### src/rtl/alu_dec_pkg.sv
// -----------------------------------------------------------------------------
// alu_dec_pkg
// Shared definitions for the RV32I -> ALU decode stage:
//   - ALU operation encodings understood by the downstream 32-bit ALU
//   - RV32I major opcodes and the funct7 values the decoder distinguishes
//   - operand-select codes
//   - alu_cmd_t: packed decoded command carried through the stage registers
//   - funct3_alu_op(): funct3 -> ALU op map shared by R-type and I-type
// -----------------------------------------------------------------------------
package alu_dec_pkg;

    localparam int XLEN_MAX = 32;

    // ALU operation encodings
    localparam logic [3:0] ALU_AND = 4'b0000;
    localparam logic [3:0] ALU_OR  = 4'b0001;
    localparam logic [3:0] ALU_ADD = 4'b0010;
    localparam logic [3:0] ALU_SUB = 4'b0110;
    localparam logic [3:0] ALU_SLT = 4'b0100;
    localparam logic [3:0] ALU_SRL = 4'b1000;
    localparam logic [3:0] ALU_SLL = 4'b1001;
    localparam logic [3:0] ALU_SRA = 4'b1010;
    localparam logic [3:0] ALU_XOR = 4'b0101;

    // RV32I major opcodes
    localparam logic [6:0] OPC_OP     = 7'b0110011;
    localparam logic [6:0] OPC_OP_IMM = 7'b0010011;
    localparam logic [6:0] OPC_LOAD   = 7'b0000011;
    localparam logic [6:0] OPC_STORE  = 7'b0100011;
    localparam logic [6:0] OPC_BRANCH = 7'b1100011;
    localparam logic [6:0] OPC_LUI    = 7'b0110111;
    localparam logic [6:0] OPC_AUIPC  = 7'b0010111;

    localparam logic [6:0] F7_BASE = 7'b0000000;
    localparam logic [6:0] F7_ALT  = 7'b0100000;

    // Operand selects
    localparam logic [1:0] OP1_RS1  = 2'b00;
    localparam logic [1:0] OP1_PC   = 2'b01;
    localparam logic [1:0] OP1_ZERO = 2'b10;
    localparam logic       OP2_RS2  = 1'b0;
    localparam logic       OP2_IMM  = 1'b1;

    typedef struct packed {
        logic [XLEN_MAX-1:0] pc;
        logic [3:0]          alu_op;
        logic [1:0]          op1_sel;
        logic                op2_sel;
        logic [XLEN_MAX-1:0] imm;
        logic [4:0]          rs1;
        logic [4:0]          rs2;
        logic [4:0]          rd;
        logic                reg_write;
        logic                mem_read;
        logic                mem_write;
        logic                branch;
        logic                illegal;
    } alu_cmd_t;

    // alt selects SUB/SRA over ADD/SRL; funct3 011 (unsigned compare) has no
    // ALU op and falls to ADD, the caller flags it illegal.
    function automatic logic [3:0] funct3_alu_op(input logic [2:0] funct3, input logic alt);
        logic [3:0] op;
        case (funct3)
            3'b000:  op = alt ? ALU_SUB : ALU_ADD;
            3'b001:  op = ALU_SLL;
            3'b010:  op = ALU_SLT;
            3'b100:  op = ALU_XOR;
            3'b101:  op = alt ? ALU_SRA : ALU_SRL;
            3'b110:  op = ALU_OR;
            3'b111:  op = ALU_AND;
            default: op = ALU_ADD;
        endcase
        return op;
    endfunction

endpackage

### src/rtl/alu_decode_stage_if.sv
// -----------------------------------------------------------------------------
// alu_decode_stage_if
// Bundles the fetch-side handshake (in_*), the execute-side handshake
// (out_valid/out_ready) and the decoded command payload.
//   modport slave  : the decode stage (consumes in_*, produces out_* payload)
//   modport master : the environment around it (fetch + execute)
// Parameter XLEN: datapath width of pc/imm (only 32 supported).
// -----------------------------------------------------------------------------
interface alu_decode_stage_if #(
    parameter int XLEN = 32
);
    logic            in_valid;
    logic            in_ready;
    logic [31:0]     in_instr;
    logic [XLEN-1:0] in_pc;
    logic            out_valid;
    logic            out_ready;
    logic [XLEN-1:0] out_pc;
    logic [3:0]      alu_op;
    logic [1:0]      op1_sel;
    logic            op2_sel;
    logic [XLEN-1:0] imm;
    logic [4:0]      rs1;
    logic [4:0]      rs2;
    logic [4:0]      rd;
    logic            reg_write;
    logic            mem_read;
    logic            mem_write;
    logic            branch;
    logic            illegal;

    modport slave (
        input  in_valid, in_instr, in_pc, out_ready,
        output in_ready, out_valid, out_pc, alu_op, op1_sel, op2_sel, imm,
               rs1, rs2, rd, reg_write, mem_read, mem_write, branch, illegal
    );

    modport master (
        output in_valid, in_instr, in_pc, out_ready,
        input  in_ready, out_valid, out_pc, alu_op, op1_sel, op2_sel, imm,
               rs1, rs2, rd, reg_write, mem_read, mem_write, branch, illegal
    );
endinterface

### src/rtl/alu_dec_logic.sv
// -----------------------------------------------------------------------------
// alu_dec_logic
// Purely combinational RV32I instruction -> ALU command decode.
// Ports:
//   instr in 32  - instruction word
//   pc    in 32  - instruction address (passed through into the command)
//   cmd   out    - alu_cmd_t decoded command
// Illegal instructions still produce a command, with illegal=1, alu_op=ADD
// and all control flags cleared.
// -----------------------------------------------------------------------------
module alu_dec_logic
    import alu_dec_pkg::*;
(
    input  logic [31:0] instr,
    input  logic [31:0] pc,
    output alu_cmd_t    cmd
);
    logic [6:0]  opcode;
    logic [6:0]  funct7;
    logic [2:0]  funct3;
    logic [4:0]  rd_field;
    logic [31:0] imm_i;
    logic [31:0] imm_s;
    logic [31:0] imm_b;
    logic [31:0] imm_u;
    logic        ill;
    logic        writes_rd;

    assign opcode   = instr[6:0];
    assign rd_field = instr[11:7];
    assign funct3   = instr[14:12];
    assign funct7   = instr[31:25];

    assign imm_i = {{20{instr[31]}}, instr[31:20]};
    assign imm_s = {{20{instr[31]}}, instr[31:25], instr[11:7]};
    assign imm_b = {{19{instr[31]}}, instr[31], instr[7], instr[30:25], instr[11:8], 1'b0};
    assign imm_u = {instr[31:12], 12'b0};

    always_comb begin
        cmd       = '0;
        ill       = 1'b0;
        writes_rd = 1'b0;

        cmd.pc      = pc;
        cmd.rs1     = instr[19:15];
        cmd.rs2     = instr[24:20];
        cmd.rd      = rd_field;
        cmd.alu_op  = ALU_ADD;
        cmd.op1_sel = OP1_RS1;
        cmd.op2_sel = OP2_RS2;

        case (opcode)
            OPC_OP: begin
                writes_rd  = 1'b1;
                cmd.alu_op = funct3_alu_op(funct3, funct7 == F7_ALT);
                if (funct3 == 3'b011)
                    ill = 1'b1;
                // 0100000 only modifies ADD->SUB and SRL->SRA
                if (!((funct7 == F7_BASE) ||
                      ((funct7 == F7_ALT) && ((funct3 == 3'b000) || (funct3 == 3'b101)))))
                    ill = 1'b1;
            end
            OPC_OP_IMM: begin
                writes_rd   = 1'b1;
                cmd.op2_sel = OP2_IMM;
                cmd.imm     = imm_i;
                // ADDI never subtracts; funct7 bits only matter for shifts
                cmd.alu_op  = funct3_alu_op(funct3, (funct3 == 3'b101) && (funct7 == F7_ALT));
                if (funct3 == 3'b011)
                    ill = 1'b1;
                if ((funct3 == 3'b001) && (funct7 != F7_BASE))
                    ill = 1'b1;
                if ((funct3 == 3'b101) && (funct7 != F7_BASE) && (funct7 != F7_ALT))
                    ill = 1'b1;
            end
            OPC_LOAD: begin
                writes_rd    = 1'b1;
                cmd.op2_sel  = OP2_IMM;
                cmd.imm      = imm_i;
                cmd.mem_read = 1'b1;
            end
            OPC_STORE: begin
                cmd.op2_sel   = OP2_IMM;
                cmd.imm       = imm_s;
                cmd.mem_write = 1'b1;
            end
            OPC_BRANCH: begin
                cmd.imm    = imm_b;
                cmd.branch = 1'b1;
                case (funct3)
                    3'b000, 3'b001: cmd.alu_op = ALU_SUB;   // BEQ/BNE use the zero flag
                    3'b100, 3'b101: cmd.alu_op = ALU_SLT;   // BLT/BGE
                    default:        ill = 1'b1;             // no unsigned compare
                endcase
            end
            OPC_LUI: begin
                writes_rd   = 1'b1;
                cmd.op1_sel = OP1_ZERO;
                cmd.op2_sel = OP2_IMM;
                cmd.imm     = imm_u;
            end
            OPC_AUIPC: begin
                writes_rd   = 1'b1;
                cmd.op1_sel = OP1_PC;
                cmd.op2_sel = OP2_IMM;
                cmd.imm     = imm_u;
            end
            default: ill = 1'b1;
        endcase

        cmd.reg_write = writes_rd && (rd_field != 5'd0);

        if (ill) begin
            cmd.illegal   = 1'b1;
            cmd.alu_op    = ALU_ADD;
            cmd.reg_write = 1'b0;
            cmd.mem_read  = 1'b0;
            cmd.mem_write = 1'b0;
            cmd.branch    = 1'b0;
        end
    end

endmodule

### src/rtl/alu_decode_stage.sv
// -----------------------------------------------------------------------------
// alu_decode_stage
// Registered decode stage between fetch and the 32-bit ALU.
// Ports:
//   clk   in  - rising-edge clock
//   reset in  - synchronous, active-high; clears valid bits and payload
//   flush in  - squashes all held entries on the next edge, beats acceptance
//   bus   alu_decode_stage_if.slave - in_* handshake, out_* handshake, payload
// Parameter XLEN: datapath/immediate width (only 32 supported).
// Build option ALU_DEC_SKID_EN: adds a one-entry skid register so in_ready is
// registered (high while the skid entry is empty). Without it, a single output
// register is used and in_ready = !out_valid || out_ready.
// -----------------------------------------------------------------------------
module alu_decode_stage
    import alu_dec_pkg::*;
#(
    parameter int XLEN = 32
) (
    input  logic clk,
    input  logic reset,
    input  logic flush,
    alu_decode_stage_if.slave bus
);
    alu_cmd_t dec_cmd;
    alu_cmd_t out_reg;
    logic     out_valid_reg;
    logic     in_ready;
    logic     accept;

    alu_dec_logic u_dec (
        .instr (bus.in_instr),
        .pc    (bus.in_pc),
        .cmd   (dec_cmd)
    );

    assign accept = bus.in_valid && in_ready;

`ifdef ALU_DEC_SKID_EN
    alu_cmd_t skid_reg;
    logic     skid_valid_reg;
    logic     out_free;

    assign in_ready = !skid_valid_reg;
    assign out_free = !out_valid_reg || bus.out_ready;

    always_ff @(posedge clk) begin
        if (reset) begin
            out_valid_reg  <= 1'b0;
            out_reg        <= '0;
            skid_valid_reg <= 1'b0;
            skid_reg       <= '0;
        end else if (flush) begin
            out_valid_reg  <= 1'b0;
            skid_valid_reg <= 1'b0;
        end else if (out_free) begin
            // Older skid entry drains first; acceptance is impossible while
            // skid is full, so order is preserved.
            if (skid_valid_reg) begin
                out_reg        <= skid_reg;
                out_valid_reg  <= 1'b1;
                skid_valid_reg <= 1'b0;
            end else if (accept) begin
                out_reg       <= dec_cmd;
                out_valid_reg <= 1'b1;
            end else begin
                out_valid_reg <= 1'b0;
            end
        end else if (accept) begin
            skid_reg       <= dec_cmd;
            skid_valid_reg <= 1'b1;
        end
    end
`else
    assign in_ready = !out_valid_reg || bus.out_ready;

    always_ff @(posedge clk) begin
        if (reset) begin
            out_valid_reg <= 1'b0;
            out_reg       <= '0;
        end else if (flush) begin
            out_valid_reg <= 1'b0;
        end else if (accept) begin
            // Covers the consume-and-accept case: replace with no bubble.
            out_reg       <= dec_cmd;
            out_valid_reg <= 1'b1;
        end else if (bus.out_ready) begin
            out_valid_reg <= 1'b0;
        end
    end
`endif

    assign bus.in_ready  = in_ready;
    assign bus.out_valid = out_valid_reg;
    assign bus.out_pc    = out_reg.pc[XLEN-1:0];
    assign bus.alu_op    = out_reg.alu_op;
    assign bus.op1_sel   = out_reg.op1_sel;
    assign bus.op2_sel   = out_reg.op2_sel;
    assign bus.imm       = out_reg.imm[XLEN-1:0];
    assign bus.rs1       = out_reg.rs1;
    assign bus.rs2       = out_reg.rs2;
    assign bus.rd        = out_reg.rd;
    assign bus.reg_write = out_reg.reg_write;
    assign bus.mem_read  = out_reg.mem_read;
    assign bus.mem_write = out_reg.mem_write;
    assign bus.branch    = out_reg.branch;
    assign bus.illegal   = out_reg.illegal;

endmodule
### src/flat_wrapper.sv
// flat-port wrapper written by rule: the top's interface ports become plain ports
module alu_decode_stage_flat import alu_dec_pkg::*;
#(
    parameter int XLEN = 32
)
  (clk, reset, flush, bus_in_valid, bus_in_instr, bus_in_pc, bus_out_ready, bus_in_ready, bus_out_valid, bus_out_pc, bus_alu_op, bus_op1_sel, bus_op2_sel, bus_imm, bus_rs1, bus_rs2, bus_rd, bus_reg_write, bus_mem_read, bus_mem_write, bus_branch, bus_illegal);
  alu_decode_stage_if #(.XLEN(XLEN)) bus_i ();
  input  logic clk;
  input  logic reset;
  input  logic flush;
  input wire logic [$bits(bus_i.in_valid)-1:0] bus_in_valid;
  input wire logic [$bits(bus_i.in_instr)-1:0] bus_in_instr;
  input wire logic [$bits(bus_i.in_pc)-1:0] bus_in_pc;
  input wire logic [$bits(bus_i.out_ready)-1:0] bus_out_ready;
  output wire logic [$bits(bus_i.in_ready)-1:0] bus_in_ready;
  output wire logic [$bits(bus_i.out_valid)-1:0] bus_out_valid;
  output wire logic [$bits(bus_i.out_pc)-1:0] bus_out_pc;
  output wire logic [$bits(bus_i.alu_op)-1:0] bus_alu_op;
  output wire logic [$bits(bus_i.op1_sel)-1:0] bus_op1_sel;
  output wire logic [$bits(bus_i.op2_sel)-1:0] bus_op2_sel;
  output wire logic [$bits(bus_i.imm)-1:0] bus_imm;
  output wire logic [$bits(bus_i.rs1)-1:0] bus_rs1;
  output wire logic [$bits(bus_i.rs2)-1:0] bus_rs2;
  output wire logic [$bits(bus_i.rd)-1:0] bus_rd;
  output wire logic [$bits(bus_i.reg_write)-1:0] bus_reg_write;
  output wire logic [$bits(bus_i.mem_read)-1:0] bus_mem_read;
  output wire logic [$bits(bus_i.mem_write)-1:0] bus_mem_write;
  output wire logic [$bits(bus_i.branch)-1:0] bus_branch;
  output wire logic [$bits(bus_i.illegal)-1:0] bus_illegal;
  assign bus_i.in_valid = bus_in_valid;
  assign bus_i.in_instr = bus_in_instr;
  assign bus_i.in_pc = bus_in_pc;
  assign bus_i.out_ready = bus_out_ready;
  assign bus_in_ready = bus_i.in_ready;
  assign bus_out_valid = bus_i.out_valid;
  assign bus_out_pc = bus_i.out_pc;
  assign bus_alu_op = bus_i.alu_op;
  assign bus_op1_sel = bus_i.op1_sel;
  assign bus_op2_sel = bus_i.op2_sel;
  assign bus_imm = bus_i.imm;
  assign bus_rs1 = bus_i.rs1;
  assign bus_rs2 = bus_i.rs2;
  assign bus_rd = bus_i.rd;
  assign bus_reg_write = bus_i.reg_write;
  assign bus_mem_read = bus_i.mem_read;
  assign bus_mem_write = bus_i.mem_write;
  assign bus_branch = bus_i.branch;
  assign bus_illegal = bus_i.illegal;
  alu_decode_stage #(.XLEN(XLEN)) u_core (.clk(clk), .reset(reset), .flush(flush), .bus(bus_i));
endmodule
### config.mk
export PLATFORM = sky130hd
export DESIGN_NAME = alu_decode_stage_flat
export DESIGN_NICKNAME = d
export VERILOG_FILES = /design/src/rtl/alu_dec_pkg.sv /design/src/rtl/alu_decode_stage_if.sv /design/src/rtl/alu_dec_logic.sv /design/src/rtl/alu_decode_stage.sv /design/src/flat_wrapper.sv
export SDC_FILE = /design/constraint.sdc
export NUM_CORES = 1
export LEC_CHECK = 0
export ABC_AREA = 1
export CORE_MARGIN = 2
export CORE_UTILIZATION = 43
export DETAILED_ROUTE_END_ITERATION = 10
export DONT_BUFFER_PORTS = 1
export GPL_ROUTABILITY_DRIVEN = 1
export SETUP_SLACK_MARGIN = 0.1
export SLEW_MARGIN = 5
export SYNTH_ARGS = -nofsm -noshare
export SYNTH_HDL_FRONTEND = slang
export SYNTH_SLANG_ARGS = --single-unit
### constraint.sdc
create_clock -name clk -period 1.7 [get_ports clk]
set_clock_uncertainty 0.2 [all_clocks]
set_input_delay 0.255 -clock clk [delete_from_list [all_inputs] [get_ports clk]]
set_output_delay 0.255 -clock clk [all_outputs]
set_load 0.02 [all_outputs]
==> results.tsv <==
metric	value	unit
fp.dieH	98.4	um
timing.slew.headroom	0.782	
port_buffers	0	
proportion_of_layout_cells_with_a_drive_suffix_above_1	0.107	
start_kind	flip-flop	
first_global_vias	3687	
synth-edff-count	0	
drt_iter0_drc	143	
p_leak	1.99	nW
ys_ff_latch	92	
floorplan.die_area	9680	sq um
postRouteWirelength	11700	um
antenna_violating_nets_post_route	0	
finalSetupViolCount	0	
end_kind	flip-flop	
total_routing_usage_reported_by_global_routing	0.235	
final_design_area_no_fill	4890	sq um
hold_path_startpoint	bus_in_instr[14]	
crit_buf_inv	2	
vias	3714	
async_reset_ff_frac	0	
critPathRequiredTime	1.79	ns
total_chip_power	0.00435	W
run_status	complete, no violations	
cp_cell_sequence	inv_2 -> nor2_2 -> nor3_4 -> buf_6 -> nand2_4 -> a21oi_4 -> nand4_1 -> a21oi_1	
min_period	1.60	ns
timing.critical_path.max_delay_family	simple AND/OR/NAND/NOR gates	
synthToLayoutAreaGrowth	27.8	%
grt_first_pass_wirelength	18400	um
worstSetupPathType	flip-flop to flip-flop	
worst_path_max_delay_cell	dfxtp_2	
mappedNetlistNets	600	
floorplan.io_pins	162	
tritoncts.num_buffers	9	
core_area	8680	sq um
start_util	0.441	
synthesis.instances	531	
post_synth.cell_area_avg	7.21	sq um
postPlaceCellArea	3960	sq um
synth_warn	0	
critical_path_peak_fanout	6	
post_synth_instance_area	3830	sq um
detail_route.wl_per_cell	16.6	um
final_cell_count_no_fill	706	
worst_ep_arrival_time	1.69	ns
finalSetupTns	0	ns
pre_cts_ws	0.0601	ns
grt_max_degree	60	
fin_nets	661	
worst-slew-pin-transition	0.327	ns
rsz_0062_raised_after_global_routing	true	
most_common_cell_after_layout_fill_and_taps_aside	nand2_1	
placedCellCount	622	
grt_antenna_before_repair	1	
timing.final.crit_share	0.939	
cts.htree.levels	3	
yosysSeqAreaShare	0.481	
timing.critical_path.slowest_cell_delay	0.34	ns
hpwl	7700	um
clock_latency	0.36	ns
launching_element_of_the_worst_setup_path	u_core.bus.out_valid$_SDFFE_PP0P_	
clock_sink_count	92	
grt_overflow	0	
report.final.slew_viol_count	0	
cts_root_buf	clkbuf_8	
drt-pass1-iter-count	4	
commonest_non_fill_non_tap_cells_in_the_layout	nand2_1, dfxtp_1, nor2_1, o21ai_0, dlygate4sd3_1	
clkSlewWorstSetupHoldPaths	0.10	ns
synth.lib_cells_used.distinct	26	
drv_cap	0	
placer_s_final_routability_congestion_estimate	0.902	
max_root_sink_buffers	2	
fin_ws	0.104	ns
count_of_final_hold_check_violations	0	
reg2reg_start	u_core.bus.out_valid$_SDFFE_PP0P_	
num-fill-cells	802	
postSynth.topFlopCell	dfxtp_1	
ir_drop	0.419	mV
routed_via_density	5.26	
die_w	98.4	um
cts_tree	built	
core.rowCount	34	
hold_path.class	input port to flip-flop	
achievable-frequency	0.627	GHz
post-route-drc-count	0	
pwr_density_cell	889	nW/um^2
==> final cells by class <==
type / count / area [sq um] / share of cell area
antenna: 1 / 2.50 / 0.000511
clock buffer: 9 / 124 / 0.0253
clock inverter: 7 / 71.3 / 0.0146
inverter: 36 / 140 / 0.0286
multi-input combinational: 372 / 1740 / 0.356
sequential: 92 / 1840 / 0.377
tap: 108 / 135 / 0.0276
timing repair buffer: 81 / 835 / 0.171
==> synthesized netlist by cell type (4+ instances only) <==
library cell / n / area (sq um)
a21oi_1: 58 / 290
buf_2: 11 / 55.1
clkbuf_1: 17 / 63.8
dfxtp_1: 92 / 1840
inv_1: 32 / 120
inv_2: 4 / 15.0
nand2_1: 110 / 413
nand2_4: 4 / 45.0
nand3_1: 10 / 50.1
nand4_1: 5 / 31.3
nor2_1: 90 / 338
nor2_2: 4 / 25.0
nor3_1: 5 / 25.0
o21ai_0: 62 / 310
o21ai_1: 6 / 30.0
o21ai_2: 4 / 35.0
o22ai_1: 5 / 31.3
==> layer usage <==
metal / vias to the layer above / track usage / wire length [um]
li1: 1848 / - / -
met1: 1690 / 0.279 / 4620
met2: 163 / 0.403 / 5740
met3: 13 / 0.0809 / 1210
met4: 0 / 0.0653 / 125
met5: - / 0 / 0
==> worst paths after layout <==
path | end | slack, ns | cells past startpoint
worst max-delay path | u_core.bus.alu_op[0]$_SDFFE_PP0P_ | 0.10 | 8
worst max register to register | u_core.bus.alu_op[0]$_SDFFE_PP0P_ | 0.10 | 8
worst min register to register | u_core.bus.imm[26]$_SDFFE_PP0P_ | 0.37 | 2
worst min-delay path | u_core.bus.alu_op[0]$_SDFFE_PP0P_ | 0.04 | 4
==> metrics by stage <==
| stage | util | hold WS [ns] |
|---|---|---|
| 2_1_floorplan | - | 0.126 |
| 3_3_place_gp | 0.456 | 0.125 |
| 3_5_place_dp | 0.456 | 0.127 |
| 4_1_cts | 0.554 | -0.00431 |
| 5_1_grt | 0.564 | 0.0184 |
| 6_report | 0.564 | 0.0380 |
==> kinds of logic (layout without fill, tap and decap cells) <==
logic type	Yosys count	after routing	synth area share
AOI/OAI and AO/OA	142	142	0.198
buffers and inverters	67	133	0.0732
DFF	92	92	0.481
other	0	1	0
and+or+nand+nor	230	230	0.248
==> what timing repair did <==
| item | in CTS | in global routing |
|---|---|---|
| gates resized for setup | 6 | 11 |
| gates cloned | 0 | 1 |
| endpoints found under the hold margin | 88 | 0 |
| hold buffers | 62 | 0 |
| pin swaps | 4 | 6 |
| setup endpoints to repair | 35 | 80 |
| setup buffers | 1 | 3 |
==> worst reg2reg max path: stages (launching register included) <==
cell	delay, ns
dfxtp_2	0.34
inv_2	0.05
nor2_2	0.04
nor3_4	0.16
buf_6	0.17
nand2_4	0.06
a21oi_4	0.19
nand4_1	0.16
a21oi_1	0.16
==> where the power goes <==
group | leakage [nW] | internal [W] | switching, W | total (W)
clock | 0.0927 | 0.000572 | 0.000879 | 0.00145
combinational | 1.15 | 0.000210 | 0.000257 | 0.000467
sequential | 0.753 | 0.00225 | 0.000183 | 0.00243
total | 1.99 | 0.00303 | 0.00132 | 0.00435
Note: power is estimated with default switching activity, not from simulation.
